==> src/rtl/reaction_pkg.sv <==
// Shared constants for the reaction-time benchmark: FSM state encodings and
// the default timing constants used by both the controller and the datapath top.
package reaction_pkg;

    typedef enum logic [2:0] {
        ST_IDLE        = 3'b000,
        ST_ARM         = 3'b001,
        ST_GO          = 3'b010,
        ST_RESULT      = 3'b011,
        ST_FALSE_START = 3'b100,
        ST_TIMEOUT     = 3'b101
    } state_t;

    // 50 MHz clock: 10 ms debounce, 4095 us-ticks of 50 cycles for timeout
    localparam int DEF_DEBOUNCE_CYCLES = 500000;
    localparam int DEF_START_HOLD      = 100;
    localparam int DEF_ARM_GUARD       = 100;
    localparam int DEF_LOAD_HOLD       = 2;
    localparam int DEF_TIMEOUT_CYCLES  = 204750;
    localparam int DEF_TW              = 18;

    localparam int VALID_W = 8;

endpackage

==> src/rtl/reaction_ctrl_button.sv <==
// Player-button conditioner: two-flop synchroniser, stable-count debounce and a
// single-cycle press event on the debounced rising edge. Reusable by other games.
module button_conditioner
    import reaction_pkg::*;
#(
    parameter int DEBOUNCE_CYCLES = DEF_DEBOUNCE_CYCLES
) (
    input  logic clk,
    input  logic iReset,
    input  logic button,
    output logic press
);

    localparam int CNT_W = (DEBOUNCE_CYCLES > 1) ? $clog2(DEBOUNCE_CYCLES) : 1;
    localparam logic [CNT_W-1:0] CNT_LAST = CNT_W'(DEBOUNCE_CYCLES - 1);

    logic             sync_p0;
    logic             sync_p1;
    logic             level;
    logic [CNT_W-1:0] cnt;

    always_ff @(posedge clk) begin
        if (iReset) begin
            sync_p0 <= 1'b0;
            sync_p1 <= 1'b0;
            level   <= 1'b0;
            cnt     <= '0;
            press   <= 1'b0;
        end else begin
            sync_p0 <= button;
            sync_p1 <= sync_p0;
            press   <= 1'b0;
            // Any sample matching the current level restarts the stability count
            if (sync_p1 == level) begin
                cnt <= '0;
            end else if (cnt == CNT_LAST) begin
                level <= sync_p1;
                cnt   <= '0;
                press <= sync_p1;
            end else begin
                cnt <= cnt + 1'b1;
            end
        end
    end

endmodule

==> src/rtl/reaction_ctrl.sv <==
// Reaction-time trial sequencer: arms the random delay, lights the go screen,
// and classifies the outcome as a valid result, a false start or a timeout.
module reaction_ctrl
    import reaction_pkg::*;
#(
    parameter int DEBOUNCE_CYCLES = DEF_DEBOUNCE_CYCLES,
    parameter int START_HOLD      = DEF_START_HOLD,
    parameter int ARM_GUARD       = DEF_ARM_GUARD,
    parameter int LOAD_HOLD       = DEF_LOAD_HOLD,
    parameter int TIMEOUT_CYCLES  = DEF_TIMEOUT_CYCLES,
    parameter int TW              = DEF_TW
) (
    input  logic       clk,
    input  logic       iReset,
    input  logic       iButton,
    input  logic       iCountComplete,
    output logic       oStart_down_count,
    output logic       oStart_up_count,
    output logic       oLoad_score,
    output logic       oScreen,
    output logic       oFalseStart,
    output logic       oTimeout,
    output logic       oResultValid,
    output logic [7:0] oValidCount,
    output logic [2:0] oState
);

    localparam logic [TW-1:0] T_START   = TW'(START_HOLD);
    localparam logic [TW-1:0] T_GUARD   = TW'(START_HOLD + ARM_GUARD);
    localparam logic [TW-1:0] T_LOAD    = TW'(LOAD_HOLD);
    localparam logic [TW-1:0] T_TO      = TW'(TIMEOUT_CYCLES);
    localparam logic [TW-1:0] T_TO_LAST = TW'(TIMEOUT_CYCLES - 1);
    localparam logic [TW-1:0] T_MAX     = '1;

    function automatic logic [VALID_W-1:0] sat_inc(input logic [VALID_W-1:0] v);
        return (v == {VALID_W{1'b1}}) ? v : v + 1'b1;
    endfunction

    logic press;

    state_t        state;
    state_t        state_nxt;
    logic [TW-1:0] timer;
    logic [TW-1:0] timer_nxt;

    logic               down_nxt;
    logic               up_nxt;
    logic               load_nxt;
    logic               screen_nxt;
    logic               false_nxt;
    logic               timeout_nxt;
    logic               result_nxt;
    logic [VALID_W-1:0] count_nxt;

    button_conditioner #(
        .DEBOUNCE_CYCLES(DEBOUNCE_CYCLES)
    ) u_btn (
        .clk   (clk),
        .iReset(iReset),
        .button(iButton),
        .press (press)
    );

    always_comb begin
        state_nxt = state;
        case (state)
            ST_IDLE: begin
                if (press) state_nxt = ST_ARM;
            end
            ST_ARM: begin
                // Early countComplete is the stale zero from before the reload
                if (press)
                    state_nxt = ST_FALSE_START;
                else if (iCountComplete && (timer >= T_GUARD))
                    state_nxt = ST_GO;
            end
            ST_GO: begin
                if (press)
                    state_nxt = (timer < T_START) ? ST_FALSE_START : ST_RESULT;
                else if (timer == T_TO_LAST)
                    state_nxt = ST_TIMEOUT;
            end
            ST_RESULT: begin
                if (press && (timer >= T_LOAD)) state_nxt = ST_ARM;
            end
            ST_FALSE_START, ST_TIMEOUT: begin
                if (press) state_nxt = ST_IDLE;
            end
            default: state_nxt = ST_IDLE;
        endcase

        if (state_nxt != state)
            timer_nxt = '0;
        else if (state == ST_GO)
            timer_nxt = (timer >= T_TO) ? T_TO : timer + 1'b1;
        else
            timer_nxt = (timer == T_MAX) ? timer : timer + 1'b1;

        // Outputs are decoded from the next state/timer so the registers line up with the state
        down_nxt    = (state_nxt == ST_ARM)    && (timer_nxt < T_START);
        up_nxt      = (state_nxt == ST_GO)     && (timer_nxt < T_START);
        load_nxt    = (state_nxt == ST_RESULT) && (timer_nxt < T_LOAD);
        screen_nxt  = (state_nxt == ST_GO);
        false_nxt   = (state_nxt == ST_FALSE_START);
        timeout_nxt = (state_nxt == ST_TIMEOUT);
        result_nxt  = (state_nxt == ST_RESULT);
        count_nxt   = ((state_nxt == ST_RESULT) && (state != ST_RESULT)) ?
                      sat_inc(oValidCount) : oValidCount;
    end

    always_ff @(posedge clk) begin
        if (iReset) begin
            state             <= ST_IDLE;
            timer             <= '0;
            oStart_down_count <= 1'b0;
            oStart_up_count   <= 1'b0;
            oLoad_score       <= 1'b0;
            oScreen           <= 1'b0;
            oFalseStart       <= 1'b0;
            oTimeout          <= 1'b0;
            oResultValid      <= 1'b0;
            oValidCount       <= '0;
        end else begin
            state             <= state_nxt;
            timer             <= timer_nxt;
            oStart_down_count <= down_nxt;
            oStart_up_count   <= up_nxt;
            oLoad_score       <= load_nxt;
            oScreen           <= screen_nxt;
            oFalseStart       <= false_nxt;
            oTimeout          <= timeout_nxt;
            oResultValid      <= result_nxt;
            oValidCount       <= count_nxt;
        end
    end

    assign oState = state;

endmodule

==> config.mk <==
export PLATFORM = sky130hd
export DESIGN_NAME = reaction_ctrl
export DESIGN_NICKNAME = d
export VERILOG_FILES = /design/src/rtl/reaction_pkg.sv /design/src/rtl/reaction_ctrl_button.sv /design/src/rtl/reaction_ctrl.sv
export SDC_FILE = /design/constraint.sdc
export NUM_CORES = 1
export LEC_CHECK = 0
export ABC_AREA = 1
export CORE_MARGIN = 2
export CORE_UTILIZATION = 43
export DETAILED_ROUTE_END_ITERATION = 10
export GPL_ROUTABILITY_DRIVEN = 0
export PLACE_DENSITY_LB_ADDON = 0.08
export SLEW_MARGIN = 20
export SYNTH_ARGS = -nofsm -noshare
export SYNTH_HDL_FRONTEND = slang
export SYNTH_SLANG_ARGS = --single-unit
==> constraint.sdc <==
create_clock -name clk -period 3.7 [get_ports clk]
set_input_delay 0.74 -clock clk [delete_from_list [all_inputs] [get_ports clk]]
set_output_delay 0.74 -clock clk [all_outputs]
set_load 0.1 [all_outputs]
### Word-level counts from Yosys, hierarchy flattened

Cells that the tools add are included.

* add/subtract/negate cells: 3
* $lt $le $gt $ge: 6
* equal/unequal tests: 17
* muxes and demuxes: 13
* bitwise logic cells: 3
* reduce and logical (&&, ||, !) cells: 12

Operators by type and width (number)
* two-way mux 18 bit: 4
* == test 18 bit (second input constant): 2
* less-than comparator 18 x 7 -> 1 bit (second input constant): 2
* two-way mux 3 bit: 8
* adder 19 x 1 -> 19 bit (second input constant): 1
* == test 19 bit (second input constant): 1
* adder 18 x 1 -> 18 bit (second input constant): 1
* greater-or-equal comparator 18 bit (second input constant): 1
* greater-or-equal comparator 18 x 2 -> 1 bit (second input constant): 1
* greater-or-equal comparator 18 x 8 -> 1 bit (second input constant): 1
* less-than comparator 18 x 2 -> 1 bit (second input constant): 1
* one-hot mux 3 bit (5 select lines): 1
* == test 3 x 2 -> 1 bit (second input constant): 4
* == test 3 bit (second input constant): 4
* adder 8 x 1 -> 8 bit (second input constant): 1
* == test 8 bit (second input constant): 1
* == test 3 x 1 -> 1 bit (second input constant): 2
* logical AND 1 bit: 6
* OR reduction 3 bit: 2
* AND reduction 2 bit: 2
* logical NOT 3 bit: 1
* inequality test 3 x 2 -> 1 bit (second input constant): 1
* inequality test 3 bit: 1
* NOT 1 bit: 3
* 2 further kinds: 2

* register bits after elaboration: 59
* bits of input ports: 4
* output and inout port bits: 18
* logic and storage cells: 69

### Logic depth before layout (Yosys ltp)

Gate-level depths: netlist of run 1.

* depth after elaboration: 9
* mapped depth: 17
* gate-level depth less buffers: 17

### By module

Synthesis of run 1 repeated with hierarchy kept, for this count alone.

* cells, all modules: 533
* area, all modules: 3601.0 um^2

By module, submodules not included
* reaction_ctrl: times used 1, cells each 365, area an instance 2398.6 um^2, seq. area each 720.7 um^2
* button_conditioner: times used 1, cells each 168, area an instance 1202.4 um^2, seq. area each 460.4 um^2

### Least setup slack after synthesis of run 1

No wires, ideal clock.

* path type: register to register
* start point: reg state[1] (netlist: oState[1])
* end point: reg oStart_up_count
* setup time: 0.113 ns
* arrival time: 2.460 ns
* required time: 3.587 ns
* slack: 1.127 ns
* stages on the path, launching flop included: 13
* buffers on the path: 1
* period minus slack after synthesis: 2.573 ns
* cell sequence: dfxtp_1 inv_1 nor3_4 clkbuf_1 nand2_2 inv_2 nor2_2 nand2_1 nand3_1 nor2_1 nand2_1 nand3_1 nor2_1

* cells in the longest elaborated chain, start to end: 7
* elaborated cells between the ends (all ways): 21
* those cells by class: order compare (1); eq/ne (7); mux (10); reduce/logical (3)

RTL lines
* start, declared: line reaction_ctrl.sv:41 `state_t state;`
* start signal, assigned: line reaction_ctrl.sv:124 `state <= state_nxt;`
* == test 3 bit, or another cell as far along: line reaction_ctrl.sv:66 `case (state)`
* OR reduction 2 bit, or another cell as far along: line reaction_ctrl.sv:66
* one-hot mux 3 bit (5 select lines): line reaction_ctrl.sv:66
* inequality test 3 bit: line reaction_ctrl.sv:92 `if (state_nxt != state)`
* two-way mux 18 bit: line reaction_ctrl.sv:92
* less-than comparator 18 x 7 -> 1 bit: line reaction_ctrl.sv:101 `up_nxt = (state_nxt == ST_GO) && (timer_nxt < T_START);`
* logical AND 1 bit *: line reaction_ctrl.sv:101
* end signal, assigned: line reaction_ctrl.sv:127 `oStart_up_count <= up_nxt;`
* end, declared: line reaction_ctrl.sv:18 `output logic oStart_up_count,`

Every way passes the cells marked *; elsewhere a longest branch is shown, timed or not.
A chain may end at the register's enable or synchronous reset.

### Worst setup path in the final report of run 1

* start point: reg state[2] (netlist: oState[2])
* end point: out oState[2]

RTL lines
* end, declared: line reaction_ctrl.sv:25 `output logic [2:0] oState`

No word-level cell between the ends.

==> out/metrics.csv, run 1 <==
metric,value,unit
floorplan core area,7730,sq um
startpoint types,flop,
Row Count,32,
CP Capture Point,oState[2],
DR iter-0 viols,179,
routed vias,3202,
DRC viols,0,
RR Startpoint,timer[0]$_SDFFE_PP0P_,
initial antenna violation count,0,
# IOs,22,
Worst Tran Pin Value,0.980,ns
DIE AREA,8710,sq um
leading area contributor after synthesis,dfxtp_1,
cts bufs inserted,9,
power consumption,1.27,mW
"IR drop worst, VDD",197,uV
"Max FO, Critical Path",7,
CP max-delay cell,clkdlybuf4s50_1,
height of the die,93.3,microns
Final period util,0.747,
"commonest non-fill, non-tap cell in the layout",nand2_1,
PD cells,323,nW/um^2
Crit. path cell count,1,
worst r2r path cells,15,
Cells after DPL,625,
"Cell Area, Synth",3430,sq um
Hold WC Path Type,reg -> reg,
"CTS clk-pin slew, worst paths",0.07,ns
initial core utilization,0.444,
final hold vios,0,
critical-path cell list,clkdlybuf4s50_1,
H-tree levels,3,
post-cts repair resize count,0,
R2R Path End,oStart_up_count$_SDFF_PP0_,
Gate Count Post-Synth,508,
overall overflow remaining after global route,0,
leak pwr,1.60,nW
Syn. warnings,0,
Die Span X,93.3,microns
final slew viol count,0,
Max-cap violations,0,
Avg Inst Size Synth,6.75,sq um
fin cells,641,
Final min period,2.76,ns
"commonest cells after routing, fill and taps aside","nand2_1 (103), nor2_1 (78), dfxtp_1 (59)",
GRT Total Usage,0.199,
final core occ,0.509,
via/cell ratio,5.00,
CTS tree,yes,
vias in the first global route,2967,
drt total wl,8060,microns
layout overhead on the synthesized area,14.7,%
post-route ant nets,0,
Final Setup Violations,0,
Yosys reg bits,59,
ranking of synthesized cells by area,"dfxtp_1 (34%), nand2_1 (11%), nor2_1 (8.5%), nand3_1 (6.3%), inv_1 (5.8%)",
fillcell total,782,
WS Path Type,reg -> out,
worst endpoint data arrival time,2.02,ns
CP Launch Point,oState[2]$_SDFF_PP0_,
TritonRoute pass-1 iters,5,
routed wire length per instance,12.6,microns
"Largest delay share family, worst path",buffers and inverters,
status,"complete, no violations",
max frequency,362,MHz
layout net count,543,
hold_buf cts,0,
Rel. slew slack,0.345,
Clock Skew,0.0116,ns
TNS Setup,0,ns
post-synthesis sequential area ratio,0.344,
global-route wire length before repair,13600,microns
Worst path max stage delay,1.20,ns
Antenna Cells,0,
reg2reg setup slack,1.27,ns
syn_nets,517,
Synth cell types,42,
CP Data Required Time,2.96,ns
worst-skew pair later-pin latency,0.33,ns
Clock Sinks,59,
CP Buf/Inv Count,1,
Max Root-Sink Buffers,2,
WHS,0.403,ns
RSZ-0062 raised after global routing,false,
DP HPWL,6130,microns
largest net degree at the start of global routing,17,
ratio of cells with drive above 1 in the final layout,0.132,
CP Capture Type,primary output,
Setup Buffers After CTS,0,
Root Driver,clkbuf_8,
Synth top area share,0.344,
Port Buf Inserts,21,
==> worst min-delay path, stage by stage (launching register included) <==
cell     delay [ns]
dfxtp_1        0.30
inv_1          0.04
nor2_1         0.03
==> worst min-delay path by stage <==
stage               slack, ns  cells after the start                      from                        to
finish                   0.40                      2  u_btn.sync_p0$_SDFF_PP0_  u_btn.sync_p1$_SDFF_PP0_
detailed placement       0.39                      2  u_btn.sync_p0$_SDFF_PP0_  u_btn.sync_p1$_SDFF_PP0_
global route             0.42                      2  u_btn.sync_p0$_SDFF_PP0_  u_btn.sync_p1$_SDFF_PP0_
floorplan                0.39                      2  u_btn.sync_p0$_SDFF_PP0_  u_btn.sync_p1$_SDFF_PP0_
CTS                      0.40                      2  u_btn.sync_p0$_SDFF_PP0_  u_btn.sync_p1$_SDFF_PP0_
global placement         0.39                      2  u_btn.sync_p0$_SDFF_PP0_  u_btn.sync_p1$_SDFF_PP0_
==> cell usage after synthesis <==
cell and n:
a211oi_1 1, a21boi_0 1, a21oi_1 19, a21oi_2 4, and2_1 1, and3_1 1
buf_2 3, buf_6 1, clkbuf_1 4, clkinv_1 2, clkinv_2 1, dfxtp_1 59
ha_1 5, inv_1 53, inv_2 9, inv_4 1, nand2_1 103, nand2_2 10
nand2_4 2, nand3_1 43, nand3_2 1, nand3b_1 4, nand4_1 11, nand4_4 2
nor2_1 78, nor2_2 17, nor2_4 2, nor2_8 1, nor3_1 23, nor3_2 1
nor3_4 1, nor3b_1 5, nor4_1 5, o21a_1 4, o21ai_0 10, o21ai_1 2
o21bai_1 1, o31ai_1 1, o31ai_2 1, or2_2 1, xnor2_1 2, xor2_1 12
==> sequential cells by signal (all words and copies together) (netlist names) <==
signal	count
oLoad_score	1
timer	18
u_btn.press	1
oStart_down_count	1
oValidCount	8
u_btn.cnt	19
oTimeout	1
u_btn.level	1
u_btn.sync_p1	1
oScreen	1
u_btn.sync_p0	1
oStart_up_count	1
oFalseStart	1
oState	3
oResultValid	1
==> stage by stage <==
stage               setup slack (ns)  instance area, sq um
finish                         0.935                  3940
floorplan                       1.13                  3430
global placement                1.10                  3740
detailed placement              1.03                  3740
global route                   0.883                  3940
CTS                            0.929                  3940
==> final cells by class <==
| type | instances | area [sq um] | area share |
|---|---|---|---|
| Clock inverter | 5 | 52.6 | 0.0134 |
| Timing Repair Buffer | 23 | 225 | 0.0572 |
| Tap cell | 102 | 128 | 0.0324 |
| Inverter | 66 | 251 | 0.0639 |
| Multi-Input combinational cell | 375 | 1960 | 0.497 |
| Clock buffer | 11 | 141 | 0.0359 |
| Sequential cell | 59 | 1180 | 0.300 |
==> where the power goes <==
group | switching [mW] | internal, mW | leakage (nW)
Sequential | 0.00580 | 0.639 | 0.476
Clock | 0.257 | 0.326 | 0.0991
Combinational | 0.0267 | 0.0154 | 1.03
==> logic make-up (layout without fill, tap and decap cells) <==
| group | after synthesis | count (layout) | synth area share |
|---|---|---|---|
| simple gates | 312 | 312 | 0.440 |
| flops | 59 | 59 | 0.344 |
| xor+xnor | 14 | 14 | 0.0357 |
| buf+inv | 74 | 105 | 0.0853 |
| fa+ha+maj | 5 | 5 | 0.0182 |
| compound gates | 44 | 44 | 0.0766 |
==> layer usage <==
layer | GRT usage | share of wire | vias up
met5 | 0 | 0 | -
met2 | 0.330 | 0.48 | 68
met1 | 0.252 | 0.47 | 1441
met4 | 0.0637 | 0.0091 | 0
met3 | 0.0516 | 0.041 | 8
li1 | - | - | 1685
Note: power is estimated with default switching activity, not from simulation.
==> run 2: changes to the inputs <==
- clock period: 3.7 -> 2.55 ns (I/O delays scaled with it)
==> run 2 against run 1 <==
Compared with the run above: clock skew shrank 0.0062 ns; non-clock buffer count up 5; sequential cell count unchanged; clock-buffer cell count decreased by 1; final cell count is 0.78% higher; die area is the same; sequential power is 45% higher; utilization is 0.71 points higher; global-route usage up 0.86 points; first-iteration DRC count decreased by 8.9%; wire length up 4.0%; register-to-register slack worse by 1.1 ns; critical endpoint is now oValidCount[7]$_SDFFE_PP0P_; largest power group is now clock.
==> out/metrics.csv, run 2 (synthesis results as in run 1) <==
metric,value,unit,change
height of the die,93.3,microns,unchanged
vias in the first global route,2993,,was 2967
GRT Total Usage,0.207,,was 0.199
initial core utilization,0.444,,unchanged
routed wire length per instance,13.0,microns,was 12.6 microns
H-tree levels,3,,unchanged
Clock power frac,0.518,,was 0.459
PD cells,519,nW/um^2,was 323 nW/um^2
Clock Skew,0.00540,ns,was 0.0116 ns
"CTS clk-pin slew, worst paths",0.07,ns,about the same
layout overhead on the synthesized area,16.3,%,was 14.7%
Final min period,2.33,ns,
Max Root-Sink Buffers,2,,unchanged
overall overflow remaining after global route,0,,unchanged
global-route wire length before repair,14200,microns,was 13600 microns
hold worst-path end,u_btn.sync_p1$_SDFF_PP0_,,unchanged
via/cell ratio,5.03,,was 5.00
final slew viol count,0,,unchanged
layout net count,548,,was 543
switching power of the nets,0.443,mW,was 0.289 mW
CP Data Required Time,2.82,ns,was 2.96 ns
Port Buf Inserts,21,,unchanged
post-route cell area,3990,sq um,was 3940 sq um
DRC viols,0,,unchanged
Final Setup Violations,0,,unchanged
WS Path Type,reg -> reg,,was reg -> out
RSZ-0062 raised after global routing,false,,unchanged
Antenna Cells,0,,unchanged
CTS tree,yes,,unchanged
"Worst Setup Slack, final",0.216,ns,was 0.935 ns
"Max FO, Critical Path",12,,was 7
TNS Setup,0,ns,unchanged
RR Startpoint,timer[1]$_SDFF_PP0_,,was timer[0]$_SDFFE_PP0P_
"IR drop worst, VDD",291,uV,was 197 uV
Rel. slew slack,0.584,,was 0.345
ratio of cells with drive above 1 in the final layout,0.180,,was 0.132
Setup Buffers After CTS,0,,unchanged
Reg power frac,0.452,,was 0.508
post-cts repair resize count,0,,unchanged
reg2reg setup slack,0.22,ns,was 1.27 ns
Regs by FF count,"u_btn.cnt (19), timer (18), oValidCount (8)",,unchanged
final core occ,0.517,,was 0.509
hold_buf cts,0,,unchanged
Cell Int Power,1.63,mW,was 0.981 mW
leak pwr,1.69,nW,was 1.60 nW
Root Driver,clkbuf_8,,unchanged
floorplan core area,7730,sq um,unchanged
Row Count,32,,unchanged
initial antenna violation count,0,,unchanged
most flop-heavy register,u_btn.cnt,,unchanged
final hold vios,0,,unchanged
Worst Min Path Start,u_btn.sync_p0$_SDFF_PP0_,,unchanged
worst-skew pair later-pin latency,0.34,ns,was 0.33 ns
Largest register FFs,19,,unchanged
sw frac,0.214,,was 0.228
DP HPWL,6390,microns,was 6130 microns
fillcell total,778,,was 782
power consumption,2.07,mW,was 1.27 mW
TritonRoute pass-1 iters,5,,unchanged
cts bufs inserted,9,,unchanged
Final period util,0.915,,
DR iter-0 viols,163,,was 179
CP Launch Point,timer[1]$_SDFF_PP0_,,was oState[2]$_SDFF_PP0_
placed inst area,3740,sq um,about the same
Hold WC Path Type,reg -> reg,,unchanged
Max-cap violations,0,,unchanged
worst r2r path cells,12,,was 15
hold depth,2,,unchanged
startpoint types,flop,,unchanged
"worst slack, placed",0.204,ns,was 1.03 ns
Gate power share,0.031,,was 0.033
DIE AREA,8710,sq um,unchanged
max frequency,429,MHz,
worst endpoint data arrival time,2.60,ns,was 2.02 ns
routed vias,3247,,was 3202
CP Capture Type,flop,,was primary output
R2R Path End,oValidCount[7]$_SDFFE_PP0P_,,was oStart_up_count$_SDFF_PP0_
# IOs,22,,unchanged
"commonest non-fill, non-tap cell in the layout",nand2_1,,unchanged
Die Span X,93.3,microns,unchanged
status,"complete, no violations",,unchanged
Worst Tran Pin Value,0.619,ns,was 0.980 ns
drt total wl,8390,microns,was 8060 microns
post-route ant nets,0,,unchanged
"commonest cells after routing, fill and taps aside","nand2_1 (103), nor2_1 (78), dfxtp_1 (57)",,"was nand2_1 (103), nor2_1 (78), dfxtp_1 (59)"
largest net degree at the start of global routing,16,,was 17
Clock Sinks,59,,unchanged
[run 2: cell count changes in the layout (fill, tap and decap cells not counted)]
cell | previous run | this run
dfxtp_1 | 59 | 57
nor3_2 | 1 | 2
clkbuf_1 | 1 | 0
clkdlybuf4s50_1 | 21 | 3
nor3_1 | 23 | 22
bufinv_16 | 1 | 3
clkinv_2 | 4 | 2
dfxtp_2 | 0 | 2
buf_4 | 2 | 25
inv_6 | 0 | 1
[run 2: critical path: stages, from the launching register on]
cell and delay [ns]:
dfxtp_1 0.34, inv_1 0.18, ha_1 0.20, nand3_1 0.10, nor2_2 0.14, nand3_2 0.11, nand3_1 0.11, a21oi_2 0.07
nand2_2 0.13, nand3_1 0.31, nor3_1 0.32, a21oi_1 0.12, nor3_1 0.13
[run 2: cell type report]
cell class,instances,area (sq um),area share
multi-input combinational,375,1960,0.492
clock buffer,10,138,0.0345
timing repair buffer,28,218,0.0545
tap,102,128,0.0320
clock inverter,6,111,0.0279
inverter,66,251,0.0630
sequential,59,1180,0.297
[run 2: how the worst max path moves through the flow]
stage                              endpoint  slack (ns)  cells past startpoint
2_1_floorplan          timer[16]$_SDFF_PP0_        0.05                     12
3_3_place_gp   oStart_down_count$_SDFF_PP0_        0.27                     15
3_5_place_dp     oStart_up_count$_SDFF_PP0_        0.20                     15
4_1_cts          oStart_up_count$_SDFF_PP0_        0.17                     15
5_1_grt         oValidCount[7]$_SDFFE_PP0P_        0.05                     13
6_report        oValidCount[7]$_SDFFE_PP0P_        0.22                     12
[run 2: power by group through the flow]
stage	Combinational, mW	Sequential, mW	Clock [mW]
6_report	0.0638	0.935	1.07
5_1_grt	0.0711	0.936	1.14
2_1_floorplan	0.0484	0.953	0
4_1_cts	0.0643	0.935	1.10
3_3_place_gp	0.0637	0.956	0
3_5_place_dp	0.0640	0.956	0
[run 2: per-layer routing]
layer  track usage  share of wire  up-vias
met5             0              0        -
met4         0.119          0.041        0
met2         0.310           0.42       86
li1              -              -     1704
met1         0.278           0.50     1429
met3        0.0403          0.041       28
[run 2: stage by stage]
stage | instances | hold slack [ns]
2_1_floorplan | 508 | 0.388
5_1_grt | 646 | 0.415
4_1_cts | 646 | 0.406
6_report | 646 | 0.405
3_3_place_gp | 630 | 0.390
3_5_place_dp | 630 | 0.397
==> run 3: changes to the inputs <==
- ABC_CLOCK_PERIOD_IN_PS: not set -> 2550
- SETUP_SLACK_MARGIN: not set -> 0.05
- SLEW_MARGIN: 20 -> 15
==> run 3 against run 2 <==
Compared with the run above: total power down 5.0%; register-to-register slack improved by 0.08 ns; worst setup slack gained 0.084 ns; sequential power is essentially flat; largest cell class unchanged; combinational power rose by 1%; utilization is 0.24 points lower; critical path type unchanged; clock power down 9%; highest routed layer unchanged; critical path depth is 1 higher.
==> out/metrics.csv, run 3 (synthesis results as in run 1) <==
metric,value,unit,change
CP max-delay cell,dfxtp_2,,was dfxtp_1
GRT Total Usage,0.207,,about the same
Final period util,0.882,,was 0.915
"Max FO, Critical Path",9,,was 12
routed wire length per instance,12.9,microns,was 13.0 microns
met3 wire len,318,microns,was 341 microns
# IOs,22,,unchanged
critical-path cell list,"ha_2, nand2_1, nor2_2, nand2_2, nor3_2, xor2_1, nand3_1, and2_1, nand3_1, nand2_1, nor2_2, nand3_1, nor2_1",,"was inv_1, ha_1, nand3_1, nor2_2, nand3_2, nand3_1, a21oi_2, nand2_2, nand3_1, nor3_1, a21oi_1, nor3_1"
"commonest non-fill, non-tap cell in the layout",nand2_1,,unchanged
floorplan core area,7730,sq um,unchanged
most flop-heavy register,u_btn.cnt,,unchanged
worst-skew pair later-pin latency,0.34,ns,about the same
layout overhead on the synthesized area,15.8,%,was 16.3%
power consumption,1.97,mW,was 2.07 mW
Rel. slew slack,0.588,,was 0.584
Die Span X,93.3,microns,unchanged
reg2reg setup slack,0.30,ns,was 0.22 ns
PD cells,496,nW/um^2,was 519 nW/um^2
drt total wl,8340,microns,was 8390 microns
Worst path max stage delay,0.41,ns,was 0.34 ns
H-tree levels,3,,unchanged
Final Setup Violations,0,,unchanged
Clock Skew,0.00784,ns,was 0.00540 ns
"commonest cells after routing, fill and taps aside","nand2_1 (103), nor2_1 (78), dfxtp_1 (56)",,"was nand2_1 (103), nor2_1 (78), dfxtp_1 (57)"
vias in the first global route,3032,,was 2993
ratio of cells with drive above 1 in the final layout,0.184,,was 0.180
"IR drop worst, VDD",302,uV,was 291 uV
leak pwr,1.67,nW,was 1.69 nW
DRC viols,0,,unchanged
layout net count,548,,unchanged
fillcell total,792,,was 778
worst r2r path cells,13,,was 12
Final min period,2.25,ns,was 2.33 ns
CP Buf/Inv Count,0,,was 1
RSZ-0062 raised after global routing,true,,was false
Setup Buffers After CTS,0,,unchanged
post-cts repair resize count,0,,unchanged
TNS Setup,0,ns,unchanged
post-route ant nets,0,,unchanged
CTS tree,yes,,unchanged
Row Count,32,,unchanged
routed vias,3235,,was 3247
top layer in use,met4,,unchanged
Hold WC Path Type,reg -> reg,,unchanged
"Largest delay share family, worst path",simple AND/OR/NAND/NOR gates,,unchanged
cts bufs inserted,9,,unchanged
metal2 WL,3710,microns,was 3550 microns
Cells after DPL,630,,unchanged
Root Driver,clkbuf_8,,unchanged
final core occ,0.514,,was 0.517
DR iter-0 viols,173,,was 163
status,"complete, no violations",,unchanged
overall overflow remaining after global route,0,,unchanged
hold depth,2,,unchanged
worst endpoint data arrival time,2.52,ns,was 2.60 ns
"Worst Setup Slack, final",0.300,ns,was 0.216 ns
Max-cap violations,0,,unchanged
Antenna Cells,0,,unchanged
initial antenna violation count,0,,unchanged
largest net degree at the start of global routing,16,,unchanged
Crit. path cell count,13,,was 12
post-route cell area,3970,sq um,was 3990 sq um
CP Capture Type,flop,,unchanged
"CTS clk-pin slew, worst paths",0.07,ns,about the same
DIE AREA,8710,sq um,unchanged
final slew viol count,0,,unchanged
startpoint types,flop,,unchanged
TritonRoute pass-1 iters,4,,was 5
"worst slack, placed",0.237,ns,was 0.204 ns
initial core utilization,0.444,,unchanged
fin cells,646,,unchanged
CP dominant cell by count,nand3_1,,unchanged
WL met1,4050,microns,was 4150 microns
Worst Tran Pin Value,0.613,ns,was 0.619 ns
CP Data Required Time,2.82,ns,about the same
via/cell ratio,5.01,,was 5.03
WS Path Type,reg -> reg,,unchanged
final hold vios,0,,unchanged
Port Buf Inserts,21,,unchanged
WHS,0.404,ns,was 0.405 ns
max frequency,445,MHz,was 429 MHz
hold_buf cts,0,,unchanged
placed inst area,3740,sq um,about the same
Clock Sinks,59,,unchanged
Largest register FFs,19,,unchanged
height of the die,93.3,microns,unchanged
DP HPWL,6350,microns,was 6390 microns
Regs by FF count,"u_btn.cnt (19), timer (18), oValidCount (8)",,unchanged
global-route wire length before repair,14100,microns,was 14200 microns
Max Root-Sink Buffers,2,,unchanged
==> run 3: worst min-delay path, stage by stage, from the launching register on <==
cell	delay, ns
dfxtp_1	0.30
inv_1	0.04
nor2_1	0.03
==> run 3: layer usage <==
layer | up-vias | GRT usage
li1 | 1705 | -
met5 | - | 0
met3 | 21 | 0.0346
met1 | 1446 | 0.276
met4 | 0 | 0.105
met2 | 63 | 0.322
==> run 3: final cells by class <==
class	instances	area, sq um	area share
clock buffer	10	138	0.0346
clock inverter	6	88.8	0.0224
inverter	66	251	0.0633
multi-input combinational	375	1960	0.494
sequential	59	1180	0.298
tap	102	128	0.0321
timing repair buffer	28	218	0.0548
==> run 3: final timing paths <==
| check | from | endpoint |
|---|---|---|
| worst max-delay path | timer[0]$_SDFFE_PP0P_ | oStart_up_count$_SDFF_PP0_ |
| worst min-delay path | u_btn.sync_p0$_SDFF_PP0_ | u_btn.sync_p1$_SDFF_PP0_ |
| worst max register to register | timer[0]$_SDFFE_PP0P_ | oStart_up_count$_SDFF_PP0_ |
| worst min register to register | u_btn.sync_p0$_SDFF_PP0_ | u_btn.sync_p1$_SDFF_PP0_ |
==> run 3: power by group <==
| group | switching (mW) | internal (mW) | total, mW |
|---|---|---|---|
| Clock | 0.393 | 0.576 | 0.969 |
| Combinational | 0.0404 | 0.0242 | 0.0646 |
| Sequential | 0.00791 | 0.927 | 0.935 |
| Total | 0.441 | 1.53 | 1.97 |
